===== config.mk =====
export PLATFORM = sky130hd
export DESIGN_NAME = tx_arbiter_rr
export DESIGN_NICKNAME = d
export VERILOG_FILES = /design/src/rtl/tx_arbiter_rr.sv
export SDC_FILE = /design/constraint.sdc
export NUM_CORES = 1
export LEC_CHECK = 0
export CORE_AREA = 2 2 269 271
export CTS_BUF_LIST = sky130_fd_sc_hd__clkbuf_8
export DETAILED_ROUTE_END_ITERATION = 12
export DIE_AREA = 0 0 271 273
export GPL_ROUTABILITY_DRIVEN = 1
export PLACE_DENSITY_LB_ADDON = 0.15
export SLEW_MARGIN = 25
export SYNTH_ARGS = -nofsm -noshare
export SYNTH_HDL_FRONTEND = slang
export SYNTH_SLANG_ARGS = --single-unit

===== constraint.sdc =====
create_clock -name clk -period 2.9 [get_ports clk]
set_clock_uncertainty 0.1 [all_clocks]
set_input_delay 0.435 -clock clk [delete_from_list [all_inputs] [get_ports clk]]
set_output_delay 0.435 -clock clk [all_outputs]
set_load 0.03 [all_outputs]

===== src/rtl/tx_arbiter_rr.sv =====
// tx_arbiter_rr: shares one serial transmitter between N_REQ requesters.
// A winner is picked round-robin, its payload/length/destination are
// captured and held on tx_* for the whole frame, tx_start is pulsed once,
// and done/err is returned to the owner after the frame or on a timeout.
// An inter-frame gap of IFG_CYCLES idle cycles follows every sent frame.
// Optional build macro: TX_ARB_PRIO0_EN -- requester 0 gets fixed priority
// and the remaining requesters rotate among themselves.
module tx_arbiter_rr #(
  parameter int N_REQ      = 4,
  parameter int IFG_CYCLES = 12,
  parameter int BUSY_TO    = 4
) (
  input  logic                 clk,
  input  logic                 rst,
  input  logic [N_REQ-1:0]     req,
  input  logic [N_REQ*128-1:0] req_data,
  input  logic [N_REQ*4-1:0]   req_len,
  input  logic [N_REQ*2-1:0]   req_dest,
  output logic [N_REQ-1:0]     gnt,
  output logic [N_REQ-1:0]     done,
  output logic [N_REQ-1:0]     err,
  output logic                 tx_start,
  output logic [127:0]         tx_data,
  output logic [3:0]           tx_len,
  output logic [1:0]           tx_dest_id,
  input  logic                 tx_busy,
  output logic                 arb_busy,
  output logic [1:0]           cur_id
);

  // Counter widths follow $clog2(max)+1 so the terminal value always fits.
  localparam int GAP_W = $clog2((IFG_CYCLES > 0) ? IFG_CYCLES : 1) + 1;
  localparam int TO_W  = $clog2((BUSY_TO > 0) ? BUSY_TO : 1) + 1;
  localparam logic [GAP_W-1:0] GAP_LAST = (IFG_CYCLES > 0) ? GAP_W'(IFG_CYCLES - 1) : '0;
  localparam logic [GAP_W-1:0] GAP_MAX  = '1;
  localparam logic [TO_W-1:0]  TO_LAST  = (BUSY_TO > 0) ? TO_W'(BUSY_TO - 1) : '0;
  localparam logic [TO_W-1:0]  TO_MAX   = '1;

`ifdef TX_ARB_PRIO0_EN
  // Requester 0 is served by priority, so the rotation pointer skips it.
  localparam logic [1:0] RR_RESET = 2'd1;
`else
  localparam logic [1:0] RR_RESET = 2'd0;
`endif

  typedef enum logic [2:0] {
    S_IDLE  = 3'd0,
    S_START = 3'd1,
    S_WBUSY = 3'd2,
    S_WDONE = 3'd3,
    S_GAP   = 3'd4
  } state_t;

  state_t             state_r;
  state_t             state_s;
  logic [1:0]         rr_ptr_r;
  logic [1:0]         rr_next_s;
  logic [GAP_W-1:0]   gap_cnt_r;
  logic [TO_W-1:0]    to_cnt_r;
  logic               found_s;
  logic [1:0]         win_id_s;
  logic [127:0]       sel_data_s;
  logic [3:0]         sel_len_s;
  logic [1:0]         sel_dest_s;
  logic               capture_s;
  logic [N_REQ-1:0]   gnt_s;
  logic [N_REQ-1:0]   done_s;
  logic [N_REQ-1:0]   err_s;
  logic               start_s;
  logic [127:0]       tx_data_r;
  logic [3:0]         tx_len_r;
  logic [1:0]         tx_dest_r;
  logic [1:0]         cur_id_r;

  // Decode a 2-bit requester index into a one-hot requester vector.
  function automatic logic [N_REQ-1:0] onehot(input logic [1:0] id);
    logic [N_REQ-1:0] v;
    v = '0;
    for (int i = 0; i < N_REQ; i++) begin
      if (id == 2'(i)) begin
        v[i] = 1'b1;
      end else begin
        v[i] = v[i];
      end
    end
    return v;
  endfunction

  // Find the winning requester and the pointer value that follows it.
  always_comb begin : arb_search
    int idx_v;
    idx_v     = 0;
    found_s   = 1'b0;
    win_id_s  = 2'd0;
    rr_next_s = rr_ptr_r;
`ifdef TX_ARB_PRIO0_EN
    if (req[0]) begin
      found_s  = 1'b1;
      win_id_s = 2'd0;
    end else begin
      for (int k = 0; k < N_REQ - 1; k++) begin
        idx_v = 1 + ((int'(rr_ptr_r) - 1 + k) % (N_REQ - 1));
        if (!found_s && req[2'(idx_v)]) begin
          found_s  = 1'b1;
          win_id_s = 2'(idx_v);
        end else begin
          found_s = found_s;
        end
      end
    end
    // A priority win leaves the rotation among 1..N_REQ-1 untouched.
    if (win_id_s == 2'd0) begin
      rr_next_s = rr_ptr_r;
    end else if (int'(win_id_s) + 1 >= N_REQ) begin
      rr_next_s = 2'd1;
    end else begin
      rr_next_s = win_id_s + 2'd1;
    end
`else
    for (int k = 0; k < N_REQ; k++) begin
      idx_v = (int'(rr_ptr_r) + k) % N_REQ;
      if (!found_s && req[2'(idx_v)]) begin
        found_s  = 1'b1;
        win_id_s = 2'(idx_v);
      end else begin
        found_s = found_s;
      end
    end
    rr_next_s = 2'((int'(win_id_s) + 1) % N_REQ);
`endif
  end

  // Multiplex the winner's payload, length and destination.
  always_comb begin
    sel_data_s = 128'd0;
    sel_len_s  = 4'd0;
    sel_dest_s = 2'd0;
    for (int i = 0; i < N_REQ; i++) begin
      if (win_id_s == 2'(i)) begin
        sel_data_s = req_data[i*128 +: 128];
        sel_len_s  = req_len[i*4 +: 4];
        sel_dest_s = req_dest[i*2 +: 2];
      end else begin
        sel_len_s = sel_len_s;
      end
    end
  end

  // Next state and per-cycle pulses; nothing is issued while rst is high.
  always_comb begin
    state_s   = state_r;
    capture_s = 1'b0;
    gnt_s     = '0;
    done_s    = '0;
    err_s     = '0;
    start_s   = 1'b0;
    if (rst) begin
      state_s = S_IDLE;
    end else begin
      case (state_r)
        S_IDLE: begin
          if (found_s) begin
            capture_s = 1'b1;
            gnt_s     = onehot(win_id_s);
            if (sel_len_s == 4'd0) begin
              err_s = onehot(win_id_s);
            end else begin
              state_s = S_START;
            end
          end else begin
            state_s = S_IDLE;
          end
        end
        S_START: begin
          start_s = 1'b1;
          state_s = S_WBUSY;
        end
        S_WBUSY: begin
          // Transmitter never answered: hand the error back, skip the gap.
          if (tx_busy) begin
            state_s = S_WDONE;
          end else if (to_cnt_r >= TO_LAST) begin
            err_s   = onehot(cur_id_r);
            state_s = S_IDLE;
          end else begin
            state_s = S_WBUSY;
          end
        end
        S_WDONE: begin
          // Only a fall seen here ends the frame; earlier glitches are ignored.
          if (!tx_busy) begin
            done_s  = onehot(cur_id_r);
            state_s = (IFG_CYCLES == 0) ? S_IDLE : S_GAP;
          end else begin
            state_s = S_WDONE;
          end
        end
        S_GAP: begin
          if ((IFG_CYCLES == 0) || (gap_cnt_r >= GAP_LAST)) begin
            state_s = S_IDLE;
          end else begin
            state_s = S_GAP;
          end
        end
        default: begin
          state_s = S_IDLE;
        end
      endcase
    end
  end

  // State register, saturating counters, pointer and captured frame fields.
  always_ff @(posedge clk) begin
    if (rst) begin
      state_r   <= S_IDLE;
      rr_ptr_r  <= RR_RESET;
      gap_cnt_r <= '0;
      to_cnt_r  <= '0;
      tx_data_r <= 128'd0;
      tx_len_r  <= 4'd0;
      tx_dest_r <= 2'd0;
      cur_id_r  <= 2'd0;
    end else begin
      state_r <= state_s;
      if (state_r == S_WBUSY) begin
        to_cnt_r <= (to_cnt_r == TO_MAX) ? to_cnt_r : to_cnt_r + TO_W'(1);
      end else begin
        to_cnt_r <= '0;
      end
      if (state_r == S_GAP) begin
        gap_cnt_r <= (gap_cnt_r == GAP_MAX) ? gap_cnt_r : gap_cnt_r + GAP_W'(1);
      end else begin
        gap_cnt_r <= '0;
      end
      if (capture_s) begin
        tx_data_r <= sel_data_s;
        tx_len_r  <= sel_len_s;
        tx_dest_r <= sel_dest_s;
        cur_id_r  <= win_id_s;
        rr_ptr_r  <= rr_next_s;
      end else begin
        rr_ptr_r <= rr_ptr_r;
      end
    end
  end

  assign gnt        = gnt_s;
  assign done       = done_s;
  assign err        = err_s;
  assign tx_start   = start_s;
  assign tx_data    = tx_data_r;
  assign tx_len     = tx_len_r;
  assign tx_dest_id = tx_dest_r;
  assign arb_busy   = (state_r != S_IDLE);
  assign cur_id     = cur_id_r;

endmodule

==> results.md <==
* Status: finished, violations left
* Violated checks: setup timing
* Critical path class: primary input to output pin
* Final Cell Area at 0.0196 mm^2
* DR WL/cell at 21.5 um
* Ys async rst share at 0%
* Die width at 271 um
* Post-synth net total at 1898
* Max Cap Viol at 0
* PnR worst setup slack at -557 ps
* Total Routing Usage GR at 16.6%
* Internal power at ~9.1 mW
* CP endpoint kind: output pin
* P per Cell Area at roughly 870 mW/mm^2
* Met2 WL post-DR at 31.5 mm
* CTS tree: yes
* Vias per std cell at roughly 4.4
* Synthesized area at 0.0101 mm^2
* WP data arrival at about 3000 ps
* Setup_tns at -2170 ps
* Antenna Nets Post-Route at 0
* Worst-case clock buffer depth at 2
* Initial antenna violation count at 8
* Post-route DRC violation count at 0
* First-pass GRT wire length at 90.8 mm
* Clk_lat worst skew at 550 ps
* IO Pins at 693
* Number of synthesized register bits at 149
* Met3 Routed Length at 4.24 mm
* Average cell area after synthesis at 7.54 um^2
* CP Data Required Time at 2370 ps
* Share of layout cells above drive strength 1 at 9.96%
* Period utilisation layout at 119%
* Commonest non-fill, non-tap cell in the layout: clkdlybuf4s50_1
* Worst-Margin Slew at ~800 ps
* Slew Limit Fails at 0
* Netlist cell types at approximately 40
* Tot Pwr at 17.1 mW
* Hold Path Class: flip-flop to flip-flop
* Register area share after synthesis at 29.4%
* DIE AREA at 0.0740 mm^2
* Layout area overhead at 93.3%
* DIE HEIGHT at 273 um
* Main flop type after synthesis: dfxtp_1
* Filler cell count at 7591
* Combinational power share at 69.5%
* Power share of the clock group at 10.7%
* P_leak at 7.16 nW
* Initial Util at 14.3%
* Post-DP Area at 0.0186 mm^2
* Commonest non-fill, non-tap cells in the layout: 677 x clkdlybuf4s50_1, 255 x nor2b_1, 149 x nor2_1, 147 x dfxtp_1, 142 x nand2_1
* Sw Ratio at between 40% and 50%
* RSZ-0062 raised after global routing: true
* Detailed Routing Iterations Pass 1 at 5
* Synth warn at 0
* Psw at between 8 and 9 mW
* GP Congestion at roughly 0.85
* Nets at 2547
* Tmin final at roughly 3500 ps
* Core area at 0.0710 mm^2
* Grt total ovfl at 0
* Clock transition at path regs at 90 ps
* # clock sinks at roughly 150
* Vias after detailed routing at about 13000
* Sequential share of power at 19.7%
* Total CTS buffers at 17
* Post-synth EDFFs at 0
* Startpoint Class: primary input
* Crit Path Max Fanout at 6
* Largest net degree at the start of global routing at around 140
* Final core utilization at around 28%
* Mapped Cells at 1346
* Met1 wire length at between 20 and 30 mm
* Row Count at 98
* Drt total wl at 63.8 mm
* Max transition margin at 46.5%
* Clk root buf: clkbuf_8
* Setup violators final at 5
* DR iter-0 viols at approximately 530
* DPL Wire Length at 47.1 mm
* Max Freq at 289 MHz
* Port-buffer cells at 692
* Vias in the first global route at 13300
* Max Used Layer: met5
* Final hold vios at 0
* CTS HTree Levels at 4
* Worst VDD drop at 371 uV
==> logic make-up after synthesis <==
| group | count (synthesis) | synth area share (%) |
|---|---|---|
| AO/OA/AOI/OAI | 294 | 26.4 |
| multiplexers | 3 | 0.296 |
| flip-flops | 149 | 29.4 |
| buffers and inverters | 164 | 6.56 |
| AND/OR/NAND/NOR | 723 | 35.9 |
| XOR/XNOR | 4 | 0.345 |
| adder cells (fa/ha/maj) | 9 | 1.11 |
==> registers in the layout (all words and copies together), names as in the netlist <==
| signal | flops |
|---|---|
| tx_data | 128 |
| gap_cnt_r | 5 |
| tx_len | 4 |
| state_r | 3 |
| to_cnt_r | 3 |
| cur_id | 2 |
| rr_ptr_r | 2 |
| tx_dest_id | 2 |
==> routing by layer <==
metal | up-vias | GRT usage (%)
li1 | 6235 | -
met1 | 6321 | 19.0
met2 | 496 | 28.7
met3 | 86 | 4.72
met4 | 2 | 7.11
met5 | - | 0
==> layout make-up <==
class                           count  area, um^2  area share [%]
Multi-Input combinational cell   1033        6850            34.9
Timing Repair Buffer              785        8120            41.4
Clock buffer                       18         248            1.26
Inverter                            9        33.8           0.172
Tap cell                          950        1190            6.06
Sequential cell                   149        2990            15.2
Clock inverter                     14         161           0.823
Antenna cell                        7        17.5          0.0893
==> per-stage QoR <==
step	setup slack (ps)	std cells	hold slack [ps]
2_1_floorplan	10.5	1346	373
3_3_place_gp	-595	2911	348
3_5_place_dp	-631	2912	358
4_1_cts	-582	2956	376
5_1_grt	-639	2965	392
6_report	-557	2965	374
==> path summary, 6_finish.rpt <==
kind | slack [ps] | startpoint | cells past startpoint | endpoint
worst max register to register | 110 | rr_ptr_r[1] | 14 | tx_data[64]
worst max-delay path | -560 | req[2] | 10 | err[0]
worst min-delay path | 370 | tx_len[2] | 2 | tx_len[2]
worst min register to register | 370 | tx_len[2] | 2 | tx_len[2]
==> repair_timing <==
item / 4_1_cts / 5_1_grt
hold buffers: 1 / 0
gates resized for setup: 36 / 55
buffers inserted: 7 / 3
gates cloned: 5 / 0
pin swaps: 3 / 2
endpoints found under the setup margin: 8 / 74
endpoints found under the hold margin: 1 / 0
==> power by group through the flow <==
stage               registers, mW  clock network [mW]  logic [mW]
floorplan                    4.88                   0        4.83
global placement             3.39                   0        11.2
detailed placement           3.41                   0        11.2
CTS                          3.38                1.96        11.8
global route                 3.48                2.02        12.8
finish                       3.37                1.83        11.9
==> cell usage after synthesis (all sizes together) (5+ instances only) <==
library cell | n | area (um^2)
a221oi | 132 | 1160
inv | 9 | 33.8
nor3b | 5 | 37.5
nor3 | 134 | 671
o21ai | 6 | 30.0
nand2 | 142 | 533
a211oi | 6 | 45.0
nand3b | 8 | 60.1
dfxtp | 149 | 2980
o311a | 130 | 1300
nor2 | 151 | 567
and2 | 6 | 37.5
ha | 9 | 113
a21oi | 9 | 45.0
clkbuf | 113 | 425
buf | 42 | 206
nor2b | 263 | 1650
==> worst max-delay path, stage by stage <==
cell and delay, ps:
clkdlybuf4s50_1 500, inv_2 80, o221ai_2 200, a21oi_2 100, buf_4 160, ha_4 190, a211o_1 270, or4_4 610
o21ai_4 220, buf_12 140
Power figures use the tool's default switching activity.
